## src/rtl/mdu_seq_if.sv

```systemverilog
// Bundles the execute-stage MDU op/read port and the iterative datapath launch/done port.
// slave: the sequencer side; master: the CPU/datapath side that drives the sequencer.
interface mdu_seq_if #(
    parameter int DATA_W = 32
);
    logic              op_valid;
    logic [2:0]        op;
    logic [DATA_W-1:0] rs_val;
    logic [DATA_W-1:0] rt_val;
    logic              op_ready;
    logic              rd_req;
    logic              rd_sel;
    logic [DATA_W-1:0] rd_data;
    logic              rd_stall;
    logic [DATA_W-1:0] hi;
    logic [DATA_W-1:0] lo;
    logic              dp_start;
    logic [2:0]        dp_op;
    logic [DATA_W-1:0] dp_a;
    logic [DATA_W-1:0] dp_b;
    logic              dp_done;
    logic [DATA_W-1:0] dp_hi;
    logic [DATA_W-1:0] dp_lo;
    logic              err;
    logic              div0;

    modport slave (
        input  op_valid, op, rs_val, rt_val, rd_req, rd_sel, dp_done, dp_hi, dp_lo,
        output op_ready, rd_data, rd_stall, hi, lo, dp_start, dp_op, dp_a, dp_b, err, div0
    );

    modport master (
        output op_valid, op, rs_val, rt_val, rd_req, rd_sel, dp_done, dp_hi, dp_lo,
        input  op_ready, rd_data, rd_stall, hi, lo, dp_start, dp_op, dp_a, dp_b, err, div0
    );
endinterface

```

## src/rtl/mdu_seq.sv

```systemverilog
// MDU sequencer: owns HI/LO, launches mult/div on the iterative datapath and stalls reads meanwhile.
// Optional MDU_SEQ_DIV0_CHECK_EN resolves divide-by-zero locally instead of launching the datapath.
module mdu_seq #(
    parameter int DATA_W  = 32,
    parameter int TIMEOUT = 64
) (
    input  logic        clk,
    input  logic        rst,
    mdu_seq_if.slave    bus
);
    localparam int CW = (TIMEOUT > 2) ? $clog2(TIMEOUT) : 1;
    localparam logic [CW-1:0] CNT_LAST = CW'(TIMEOUT - 1);

    localparam logic [1:0] IDLE  = 2'd0;
    localparam logic [1:0] ISSUE = 2'd1;
    localparam logic [1:0] WAIT  = 2'd2;
    localparam logic [1:0] WRITE = 2'd3;

    logic [1:0]        state;
    logic [CW-1:0]     cnt;
    logic [2:0]        op_r;
    logic [DATA_W-1:0] a_r;
    logic [DATA_W-1:0] b_r;
    logic [DATA_W-1:0] hi_r;
    logic [DATA_W-1:0] lo_r;
    logic [DATA_W-1:0] cap_hi;
    logic [DATA_W-1:0] cap_lo;
    logic              err_r;

    logic accept;
    logic is_dp_op;
    logic is_div_op;
    logic div_zero;
    logic launch;

    assign accept    = (state == IDLE) && bus.op_valid;
    assign is_dp_op  = (bus.op >= 3'd1) && (bus.op <= 3'd4);
    assign is_div_op = (bus.op == 3'd3) || (bus.op == 3'd4);

`ifdef MDU_SEQ_DIV0_CHECK_EN
    assign div_zero = accept && is_div_op && (bus.rt_val == '0);
`else
    assign div_zero = 1'b0;
`endif
    assign launch = accept && is_dp_op && !div_zero;

    // Control state, architectural HI/LO and latched launch operands
    always_ff @(posedge clk or posedge rst) begin
        if (rst) begin
            state <= IDLE;
            cnt   <= '0;
            op_r  <= '0;
            a_r   <= '0;
            b_r   <= '0;
            hi_r  <= '0;
            lo_r  <= '0;
            err_r <= 1'b0;
        end else begin
            case (state)
                IDLE: begin
                    if (launch) begin
                        op_r  <= bus.op;
                        a_r   <= bus.rs_val;
                        b_r   <= bus.rt_val;
                        state <= ISSUE;
                    end else if (div_zero) begin
                        hi_r <= bus.rs_val;
                        lo_r <= '1;
                    end else if (accept && bus.op == 3'd5) begin
                        hi_r <= bus.rs_val;
                    end else if (accept && bus.op == 3'd6) begin
                        lo_r <= bus.rs_val;
                    end
                end
                ISSUE: begin
                    cnt   <= '0;
                    state <= WAIT;
                end
                WAIT: begin
                    if (bus.dp_done) begin
                        state <= WRITE;
                    end else if (cnt == CNT_LAST) begin
                        err_r <= 1'b1;
                        state <= IDLE;
                    end else begin
                        cnt <= cnt + 1'b1;
                    end
                end
                default: begin
                    hi_r  <= cap_hi;
                    lo_r  <= cap_lo;
                    state <= IDLE;
                end
            endcase
        end
    end

    // Result capture is pure data; it is only consumed after a WAIT-state done
    always_ff @(posedge clk) begin
        if (state == WAIT && bus.dp_done) begin
            cap_hi <= bus.dp_hi;
            cap_lo <= bus.dp_lo;
        end
    end

`ifdef MDU_SEQ_DIV0_CHECK_EN
    logic div0_r;

    always_ff @(posedge clk or posedge rst) begin
        if (rst) begin
            div0_r <= 1'b0;
        end else begin
            div0_r <= div_zero;
        end
    end

    assign bus.div0 = div0_r;
`else
    assign bus.div0 = 1'b0;
`endif

    assign bus.op_ready = (state == IDLE);
    assign bus.dp_start = (state == ISSUE);
    assign bus.dp_op    = op_r;
    assign bus.dp_a     = a_r;
    assign bus.dp_b     = b_r;
    assign bus.hi       = hi_r;
    assign bus.lo       = lo_r;
    assign bus.err      = err_r;
    // Reads always see the architectural value; rd_stall tells execute whether it is current
    assign bus.rd_data  = bus.rd_sel ? hi_r : lo_r;
    assign bus.rd_stall = bus.rd_req && (state != IDLE);
endmodule

```

## src/flat_wrapper.sv

```systemverilog
// flat-port wrapper written by rule: the top's interface ports become plain ports
module mdu_seq_flat 
#(
    parameter int DATA_W  = 32,
    parameter int TIMEOUT = 64
)
  (clk, rst, bus_op_valid, bus_op, bus_rs_val, bus_rt_val, bus_rd_req, bus_rd_sel, bus_dp_done, bus_dp_hi, bus_dp_lo, bus_op_ready, bus_rd_data, bus_rd_stall, bus_hi, bus_lo, bus_dp_start, bus_dp_op, bus_dp_a, bus_dp_b, bus_err, bus_div0);
  mdu_seq_if #(.DATA_W(DATA_W)) bus_i ();
  input  logic clk;
  input  logic rst;
  input wire logic [$bits(bus_i.op_valid)-1:0] bus_op_valid;
  input wire logic [$bits(bus_i.op)-1:0] bus_op;
  input wire logic [$bits(bus_i.rs_val)-1:0] bus_rs_val;
  input wire logic [$bits(bus_i.rt_val)-1:0] bus_rt_val;
  input wire logic [$bits(bus_i.rd_req)-1:0] bus_rd_req;
  input wire logic [$bits(bus_i.rd_sel)-1:0] bus_rd_sel;
  input wire logic [$bits(bus_i.dp_done)-1:0] bus_dp_done;
  input wire logic [$bits(bus_i.dp_hi)-1:0] bus_dp_hi;
  input wire logic [$bits(bus_i.dp_lo)-1:0] bus_dp_lo;
  output wire logic [$bits(bus_i.op_ready)-1:0] bus_op_ready;
  output wire logic [$bits(bus_i.rd_data)-1:0] bus_rd_data;
  output wire logic [$bits(bus_i.rd_stall)-1:0] bus_rd_stall;
  output wire logic [$bits(bus_i.hi)-1:0] bus_hi;
  output wire logic [$bits(bus_i.lo)-1:0] bus_lo;
  output wire logic [$bits(bus_i.dp_start)-1:0] bus_dp_start;
  output wire logic [$bits(bus_i.dp_op)-1:0] bus_dp_op;
  output wire logic [$bits(bus_i.dp_a)-1:0] bus_dp_a;
  output wire logic [$bits(bus_i.dp_b)-1:0] bus_dp_b;
  output wire logic [$bits(bus_i.err)-1:0] bus_err;
  output wire logic [$bits(bus_i.div0)-1:0] bus_div0;
  assign bus_i.op_valid = bus_op_valid;
  assign bus_i.op = bus_op;
  assign bus_i.rs_val = bus_rs_val;
  assign bus_i.rt_val = bus_rt_val;
  assign bus_i.rd_req = bus_rd_req;
  assign bus_i.rd_sel = bus_rd_sel;
  assign bus_i.dp_done = bus_dp_done;
  assign bus_i.dp_hi = bus_dp_hi;
  assign bus_i.dp_lo = bus_dp_lo;
  assign bus_op_ready = bus_i.op_ready;
  assign bus_rd_data = bus_i.rd_data;
  assign bus_rd_stall = bus_i.rd_stall;
  assign bus_hi = bus_i.hi;
  assign bus_lo = bus_i.lo;
  assign bus_dp_start = bus_i.dp_start;
  assign bus_dp_op = bus_i.dp_op;
  assign bus_dp_a = bus_i.dp_a;
  assign bus_dp_b = bus_i.dp_b;
  assign bus_err = bus_i.err;
  assign bus_div0 = bus_i.div0;
  mdu_seq #(.DATA_W(DATA_W), .TIMEOUT(TIMEOUT)) u_core (.clk(clk), .rst(rst), .bus(bus_i));
endmodule
```

## config.mk

```make
export PLATFORM = sky130hd
export DESIGN_NAME = mdu_seq_flat
export DESIGN_NICKNAME = d
export VERILOG_FILES = /design/src/rtl/mdu_seq_if.sv /design/src/rtl/mdu_seq.sv /design/src/flat_wrapper.sv
export SDC_FILE = /design/constraint.sdc
export NUM_CORES = 1
export LEC_CHECK = 0
export ABC_CLOCK_PERIOD_IN_PS = 5400
export CAP_MARGIN = 15
export CORE_AREA = 4 4 129 131
export CTS_CLUSTER_SIZE = 16
export DETAILED_ROUTE_END_ITERATION = 12
export DIE_AREA = 0 0 133 135
export DONT_BUFFER_PORTS = 1
export PLACE_DENSITY = 0.73
export SKIP_CTS_REPAIR_TIMING = 1
export SLEW_MARGIN = 20
export SYNTH_ARGS = -nofsm -noshare
export SYNTH_HDL_FRONTEND = slang
export SYNTH_SLANG_ARGS = --single-unit
```

## constraint.sdc

```tcl
create_clock -name clk -period 5.4 [get_ports clk]
set_clock_uncertainty 0.15 [all_clocks]
set_input_delay 0.81 -clock clk [delete_from_list [all_inputs] [get_ports clk]]
set_output_delay 0.81 -clock clk [all_outputs]
set_load 0.005 [all_outputs]
```

==> reports/results.tsv, run 1 <==
metric	value	unit
vias post-DR	4766	
Clk network pwr share	0.243	
clock-pin slew on the worst setup and hold paths	0.06	ns
clock sink total	204	
simple-gate portion of the synthesized area	0.04927	
most frequent CP cell	buf_4	
chip height	135	um
Final Hold Fails	0	
max-slew violation count	0	
status	finished, final reports clean	
DIE AREA	17960	sq um
Power Internal	3.979	mW
commonest register cell after synthesis	dfrtp_1	
Rel. slew slack	0.3482	
vias in the first global route	5167	
min cycle time layout	3.010	ns
fin cells	823	
Seq/Total Area, Yosys	0.6435	
crit path launch type	flop	
Max-Cap Viols	0	
slowest stage delay, CP	0.82	ns
Initial Util	0.5405	
Via-to-Cell Ratio	5.791	
GRT Total Usage	0.2108	
core area	15600	sq um
Global Route met1 Usage	0.2382	
Area Overhead vs Synth	10.42	%
Yosys top cell by area	dfrtp_1	
fin nets	733	
Synth Instances	597	
#FFs+latches synth	204	
Yosys warnings	0	
CTS Buffer Depth	3	
met3 track demand over resource	0.08234	
Clock Latency Late Sink	0.50	ns
XOR/XNOR Fraction of Synth Area	0	
final setup vio count	0	
CP Capture Type	flop	
Leak Pwr	3.748	nW
Synth async-reset ratio	0.6863	
TritonCTS clock tree	built	
I/O pins	305	
dpl hpwl	13.56	mm
critical path arrival	3.21	ns
Mapped Nets	739	
DR WL/cell	23.84	um
Final GP Congestion	0.7566	
largest family of logic cells by synthesized area	multiplexers	
switching pwr	2.165	mW
critical path required time	5.60	ns
number of flops mapped to enable cells by yosys	64	
synthesized area	8431	sq um
drt pass-1 iters	4	
DRC	0	
Diodes inserted	0	
min-delay worst type	in -> async	
Max Fanout on Critical Path	54	
post-synthesis compound-gate area fraction	0.05936	
largest net degree at the start of global routing	86	
Layout fillers	1200	
htree depth	1	
Worst VDD drop	0.0003717	V
Die X	133	um
switching part of the total	0.3524	
PortBufs	0	
Post-DRT Antenna Nets	0	
critical path class	reg -> reg	
first-pass GRT wire length	29.83	mm
Synth top area share	0.4156	
Synth area leaders	dfrtp_1 (42%), edfxtp_1 (23%), mux2_2 (12%)	
Most Crowded Layer GR	met2	
final WL	19.62	mm
FP Rows	46	
final setup TNS	0	ns
Max Freq	332.2	MHz
antenna violations before repair	1	
Inst Count DP	783	
crit path cell chain	inv_1, ha_4, buf_4, a21oi_4, buf_4, nor2_1, a21oi_1	
Tcrit/Tclk final	0.5574	
critical path's slowest cell	buf_4	
mux cell area share after synthesis	0.2127	
1st-iter DRT viols	272	
met2 Use GR	0.3730	
layout cells sized above 1	0.2389	
syn avg cell area	14.12	sq um
GRT Residual Overflow	0	
Synth Area in Adders	0.007421	
register share of total power	0.455	
setup repair after global routing missed its margin	false	
worst slew pin tran	0.9777	ns
pwr/cell area	659.9	nW/um^2
total CTS buffers	22	
combinational share of power	0.302	
Root Driver	clkbuf_16	
Netlist cell types	39	
## power groups by stage
stage	clock network (mW)	logic [mW]	registers [mW]
after global routing	1.59	2.06	2.86
after global placement	0	1.77	2.80
final	1.49	1.85	2.80
after detailed placement	0	1.87	2.83
after CTS	1.52	1.87	2.81
after floorplan	0	1.56	2.61
## cell families (layout without fill, tap and decap cells)
| kind of cell | after synthesis | in the layout |
|---|---|---|
| other | 1 | 1 |
| buffers and inverters | 43 | 53 |
| DFF | 204 | 204 |
| muxes | 163 | 163 |
| adders and majority gates | 5 | 5 |
| and+or+nand+nor | 90 | 90 |
| AOI/OAI and AO/OA | 91 | 91 |
## registers in the layout, summed over array words and instances (netlist names)
register and count:
u_core.bus.dp_a 32, u_core.bus.dp_b 32, u_core.bus.dp_op 3, u_core.bus.err 1, u_core.bus.hi 32, u_core.bus.lo 32
u_core.cap_hi 32, u_core.cap_lo 32, u_core.cnt 6, u_core.state 2
## cell type report
class                   count  area [sq um]  area share
clock buffers              35         671.9     0.07218
clock inverters             5         63.81    0.006855
inverters                   8         35.03    0.003763
multi-input cells         350          2805      0.3013
flip-flops and latches    204          5425      0.5828
well taps                 216         270.3     0.02903
repair buffers              5         37.54    0.004032
## stage by stage
step | setup WS, ns | utilization | hold slack, ns | total power [mW] | area (sq um)
2_1_floorplan | 0.6871 | - | 0.3163 | 4.170 | 8431
5_1_grt | 2.164 | 0.5968 | 0.2031 | 6.511 | 9309
3_5_place_dp | 2.410 | 0.5497 | 0.3654 | 4.693 | 8573
3_3_place_gp | 2.521 | 0.5497 | 0.3608 | 4.572 | 8573
6_report | 2.390 | 0.5968 | 0.1482 | 6.143 | 9309
4_1_cts | 2.434 | 0.5968 | 0.1940 | 6.204 | 9309
## routing by layer
layer  up-vias  wire length [um]
li1       2139                 -
met2       217             10390
met4         2               455
met3        33              1824
met1      2375              6947
met5         -                 7
## final timing paths
path | from | to | slack [ns] | cells after the start
setup / recovery | u_core.state[0] | u_core.bus.lo[11] | 2.39 | 7
hold / removal | rst | u_core.bus.dp_b[2] | 0.15 | 1
setup reg to reg | u_core.state[0] | u_core.bus.lo[11] | 2.39 | 7
hold reg to reg | u_core.bus.err | u_core.bus.err | 0.37 | 1
max in group asynchronous | rst | u_core.bus.dp_b[16] | 3.67 | 2
min in group clk | bus_dp_lo[1] | u_core.cap_lo[1] | 0.25 | 0
## worst max-delay path, delay by kind of cell, from the launching register on
family | cells | cell delay [ns]
buffers and inverters | 3 | 1.36
flip-flops | 1 | 0.47
adder cells (fa/ha/maj) | 1 | 0.37
AO/OA/AOI/OAI | 2 | 0.30
AND/OR/NAND/NOR | 1 | 0.15
## layout by cell type (no fill, tap or decap), types with 5 or more instances in the layout
cell type / synthesis / layout
mux2i_1: 64 / 64
inv_1: 8 / 7
clkbuf_1: 8 / 8
clkbuf_16: 0 / 24
mux2_2: 89 / 89
nor2_1: 65 / 65
dfrtp_1: 140 / 140
a21oi_1: 73 / 73
mux2_4: 10 / 10
edfxtp_1: 64 / 64
nand2_1: 5 / 5
buf_4: 7 / 5
## cells in the mapped netlist, drive strengths merged, types with 2 or more instances
cell and number:
mux2 99, o221ai 2, nand4 5, a21oi 75
or3 2, buf 27, mux2i 64, nor2b 2
nand2 5, and3 2, and4b 2, dfrtp 140
inv 8, o21ai 5, o211ai 2, clkbuf 8
nor2 65, ha 5, nand4b 2, nand3 4
edfxtp 64
No activity file was read; power rests on OpenSTA's default activity.
==> run 2: changes to the inputs <==
- ABC_AREA: not set -> 1
- ABC_CLOCK_PERIOD_IN_PS: 5400 -> 3100
- CORE_AREA: 4 4 129 131 -> 4 4 131 133
- DIE_AREA: 0 0 133 135 -> 0 0 135 137
- clock period: 5.4 -> 3.1 ns (I/O delays scaled with it)
==> reports/results.tsv, run 2 <==
metric	value	unit
PortBufs	0	
syn avg cell area	10.60	sq um
Max-Cap Viols	0	
cell family with most CP delay	buffers and inverters	
Worst Setup EP	bus_rd_stall	
pwr/cell area	980.8	nW/um^2
min-delay worst type	in -> reg	
Diodes inserted	0	
final setup TNS	0	ns
DRC	0	
setup repair after global routing missed its margin	false	
#FFs+latches synth	204	
commonest register cell after synthesis	dfrtp_1	
final WL	22.05	mm
crit path cell chain	inv_1, ha_2, buf_4, nor2_1	
Clk network pwr share	0.232	
chip height	137	um
antenna violations before repair	0	
fin nets	1075	
Worst VDD drop	0.001191	V
drt pass-1 iters	4	
switching pwr	4.056	mW
GRT Total Usage	0.2059	
Mapped Nets	961	
Synth Instances	819	
Synth top area share	0.4036	
dpl ws	0.9071	ns
Inst Count DP	998	
Post-DRT Antenna Nets	0	
top-count cell post-synth	nand2_1	
fin cells	1165	
crit path launch	u_core.state[0]	
GRT Residual Overflow	0	
combinational share of power	0.322	
most frequent cells in the layout	nand2_1 (189), dfrtp_1 (140), dlygate4sd3_1 (127)	
min cycle time layout	2.451	ns
Util after Layout	0.6744	
vias post-DR	6181	
Final GP Congestion	0.8087	
Synth async-reset ratio	0.6863	
R2R setup slack	0.91	ns
FF-to-FF Start	u_core.state[0]	
clock-pin slew on the worst setup and hold paths	0.06	ns
TritonCTS clock tree	built	
CP Capture Type	output pin	
Max Fanout on Critical Path	36	
critical path arrival	1.84	ns
status	finished with violations	
Via-to-Cell Ratio	5.306	
vias in the first global route	5461	
FF-to-FF path depth	7	
CTS Buffer Depth	3	
critical path class	reg -> out	
Power Internal	6.413	mW
Root Driver	clkbuf_16	
FP Rows	46	
Synth area leaders	dfrtp_1 (40%), edfxtp_1 (22%), nand2_1 (8.2%)	
dpl hpwl	13.31	mm
total CTS buffers	22	
Max Freq	407.9	MHz
Worst Min Path Start	bus_rs_val[14]	
Yosys warnings	0	
htree depth	1	
Initial Util	0.5484	
switching part of the total	0.3874	
Yosys top cell by area	dfrtp_1	
final setup vio count	0	
Placement Cell Area	8731	sq um
hold slack	-0.03102	ns
crit path buf inv count	2	
clock sink total	204	
critical path's slowest cell	buf_4	
layout cells sized above 1	0.1317	
synth cell count leaders	nand2_1 (189), dfrtp_1 (140), inv_1 (109)	
Seq/Total Area, Yosys	0.6251	
WP depth	4	
Final Instance Area	10670	sq um
R2R Path End	u_core.bus.lo[22]	
synthesized area	8680	sq um
Area Overhead vs Synth	22.98	%
max-slew violation count	0	
Final Hold Fails	2	
critical path required time	2.48	ns
Rel. slew slack	0.4213	
slowest stage delay, CP	0.45	ns
Die X	135	um
commonest non-fill, non-tap cell in the layout	nand2_1	
DR WL/cell	18.93	um
register share of total power	0.446	
crit path launch type	flop	
core area	15830	sq um
number of flops mapped to enable cells by yosys	64	
first-pass GRT wire length	29.81	mm
Tcrit/Tclk final	0.7908	
fin worst setup slack	0.6487	ns
1st-iter DRT viols	292	
worst slew pin tran	0.8680	ns
total chip power	10.47	mW
I/O pins	305	
Leak Pwr	4.918	nW
Netlist cell types	28	
Clock Latency Late Sink	0.48	ns
failing checks	hold timing	
DIE AREA	18500	sq um
largest net degree at the start of global routing	83	
run 2: cell count changes after synthesis, sizes merged, moves of 10 or more:
cell / change
a21oi: -10
buf: +12
inv: +104
mux2: -67
mux2i: -64
nand2: +188
nor2: -60
o21ai: +136
run 2: logic make-up (layout without fill, tap and decap cells):
logic type,after synthesis,count (layout),synth area share
and+or+nand+nor,212,212,0.09803
buffers and inverters,156,286,0.08765
DFF,204,204,0.6251
other,1,1,0.0004320
adders and majority gates,5,5,0.007208
muxes,32,32,0.04152
AOI/OAI and AO/OA,209,209,0.1401
run 2: routing by layer:
layer,GRT usage,vias to the layer above,share of wire
met5,0,-,0
met4,0.05599,0,0.021
met3,0.06507,41,0.074
met2,0.3510,263,0.52
met1,0.2557,2975,0.38
li1,-,2902,-
run 2: worst min-delay path by stage:
stage	to	slack, ns	cells after the start
global placement	u_core.bus.dp_a[24]	0.35	2
finish	u_core.bus.dp_a[14]	-0.03	2
global route	u_core.bus.dp_a[10]	0.003	2
CTS	u_core.bus.dp_a[24]	-0.16	2
detailed placement	u_core.bus.dp_a[18]	0.35	2
floorplan	u_core.bus.err	0.32	1
run 2: power by group through the flow:
stage | clock network [mW] | registers (mW) | logic, mW
6_report | 2.43 | 4.67 | 3.37
4_1_cts | 2.48 | 4.68 | 3.24
5_1_grt | 2.59 | 4.78 | 3.81
3_3_place_gp | 0 | 4.69 | 3.11
2_1_floorplan | 0 | 4.39 | 2.94
3_5_place_dp | 0 | 4.71 | 3.23
run 2: area by class of cell:
class	instances	area, sq um
sequential	204	5425
inverter	112	424.2
clock buffer	32	629.4
multi-input combinational	459	2496
timing repair buffer	134	1386
clock inverter	8	42.54
tap	216	270.3
fill	1166	5154
==> run 3: changes to the inputs <==
- ABC_AREA: 1 -> 0
- ABC_CLOCK_PERIOD_IN_PS: 3100 -> 2400
- CORE_AREA: 4 4 131 133 -> 4 4 129 131
- DIE_AREA: 0 0 135 137 -> 0 0 133 135
- clock period: 3.1 -> 2.4 ns (I/O delays scaled with it)
==> reports/results.tsv, run 3 (same netlist as run 1, synthesis figures left out) <==
metric	value	unit
final WL	22.18	mm
total chip power	14.09	mW
Root Driver	clkbuf_16	
core area	15600	sq um
antenna violations before repair	0	
min cycle time layout	2.312	ns
failing checks	hold timing	
max-slew violation count	0	
GRT Residual Overflow	0	
first-pass GRT wire length	29.34	mm
layout cells sized above 1	0.1968	
Max Fanout on Critical Path	29	
TritonCTS clock tree	built	
Final Hold Fails	1	
1st-iter DRT viols	321	
I/O pins	305	
fin nets	873	
Clock Latency Late Sink	0.48	ns
pwr/cell area	1319	nW/um^2
Post-DRT Antenna Nets	0	
Area Overhead vs Synth	26.71	%
CP Capture Type	output pin	
clock sink total	204	
vias in the first global route	5241	
Rel. slew slack	0.4627	
Worst VDD drop	0.0009207	V
largest net degree at the start of global routing	141	
htree depth	1	
DIE AREA	17960	sq um
Via-to-Cell Ratio	5.721	
Max Freq	432.6	MHz
hold slack	-0.02949	ns
commonest non-fill, non-tap cell in the layout	dfrtp_1	
critical path class	reg -> out	
DR WL/cell	23.01	um
Leak Pwr	4.322	nW
drt pass-1 iters	5	
PortBufs	0	
DRC	0	
FP Rows	46	
dpl hpwl	13.78	mm
Max-Cap Viols	0	
critical path arrival	1.80	ns
R2R setup slack	0.31	ns
Initial Util	0.5405	
status	finished with violations	
vias post-DR	5515	
GRT Total Usage	0.2086	
most frequent cells in the layout	dfrtp_1 (140), dlygate4sd3_1 (133), mux2_2 (89)	
final setup vio count	0	
min-delay worst type	in -> reg	
critical path required time	1.89	ns
Final GP Congestion	0.7752	
chip height	135	um
CTS Buffer Depth	3	
Layout fillers	1055	
clock-pin slew on the worst setup and hold paths	0.06	ns
crit path launch type	flop	
Tcrit/Tclk final	0.9631	
worst slew pin tran	0.8060	ns
total CTS buffers	22	
Die X	133	um
## run 3: changes by cell type in the layout (fill, tap and decap cells not counted), sizes merged, moves of 5 or more
cell         change
mux2i           +64
mux2            +67
nand3            -8
a21oi           +10
nor2            +60
o21ai          -136
dlygate4sd3      +6
clkbuf           +5
buf              +5
nand2          -188
inv            -103
## run 3: final timing paths
path                                      from                  end  cells after the start
setup / recovery               u_core.state[0]         bus_rd_stall                      4
hold / removal                  bus_rs_val[23]    u_core.bus.lo[23]                      2
setup reg to reg               u_core.state[0]    u_core.bus.hi[20]                      7
hold reg to reg            u_core.bus.dp_b[14]  u_core.bus.dp_b[14]                      1
max in group asynchronous                  rst    u_core.bus.hi[27]                      3
min in group asynchronous                  rst  u_core.bus.dp_b[13]                      3
## run 3: layer usage
layer  routed length (um)  track usage  vias up
met1                 7938       0.2387     2771
met4                  440      0.06351        0
met2                12190       0.3770      281
li1                     -            -     2424
met3                 1617      0.06334       39
met5                    0            0        -
## run 3: worst max-delay path: stages, from the launching register on
cell	delay [ns]
dfrtp_1	0.48
inv_1	0.14
ha_4	0.25
buf_12	0.19
nor2b_1	0.23
## run 3: cell type report
type | count | area, sq um | share of cell area
antenna | 1 | 2.502 | 0.0002342
clock buffer | 37 | 648.1 | 0.06067
clock inverter | 3 | 15.01 | 0.001405
inverter | 8 | 33.78 | 0.003162
multi-input combinational | 350 | 2804 | 0.2625
sequential | 204 | 5425 | 0.5078
tap | 216 | 270.3 | 0.02530
timing repair buffer | 145 | 1484 | 0.1389
## run 3: per-stage QoR
stage                     utilization  TNS (ns)  setup slack (ns)  cell area (sq um)  cells
after floorplan                     -         0            0.1409               8436    597
after global placement         0.5569         0            0.4764               8686    790
after detailed placement       0.5569         0            0.3264               8686    790
after CTS                      0.5994         0            0.1107               9349    830
after global routing           0.6847  -0.02042          -0.02042              10680    963
final                          0.6849         0           0.08845              10680    964
## run 3: report_power, final
| group | total [mW] | switching, mW | internal [mW] | leakage, nW |
|---|---|---|---|---|
| clock network | 3.13 | 1.29 | 1.83 | 0.322 |
| registers | 6.33 | 1.28 | 5.05 | 2.21 |
| logic | 4.64 | 2.51 | 2.13 | 1.78 |
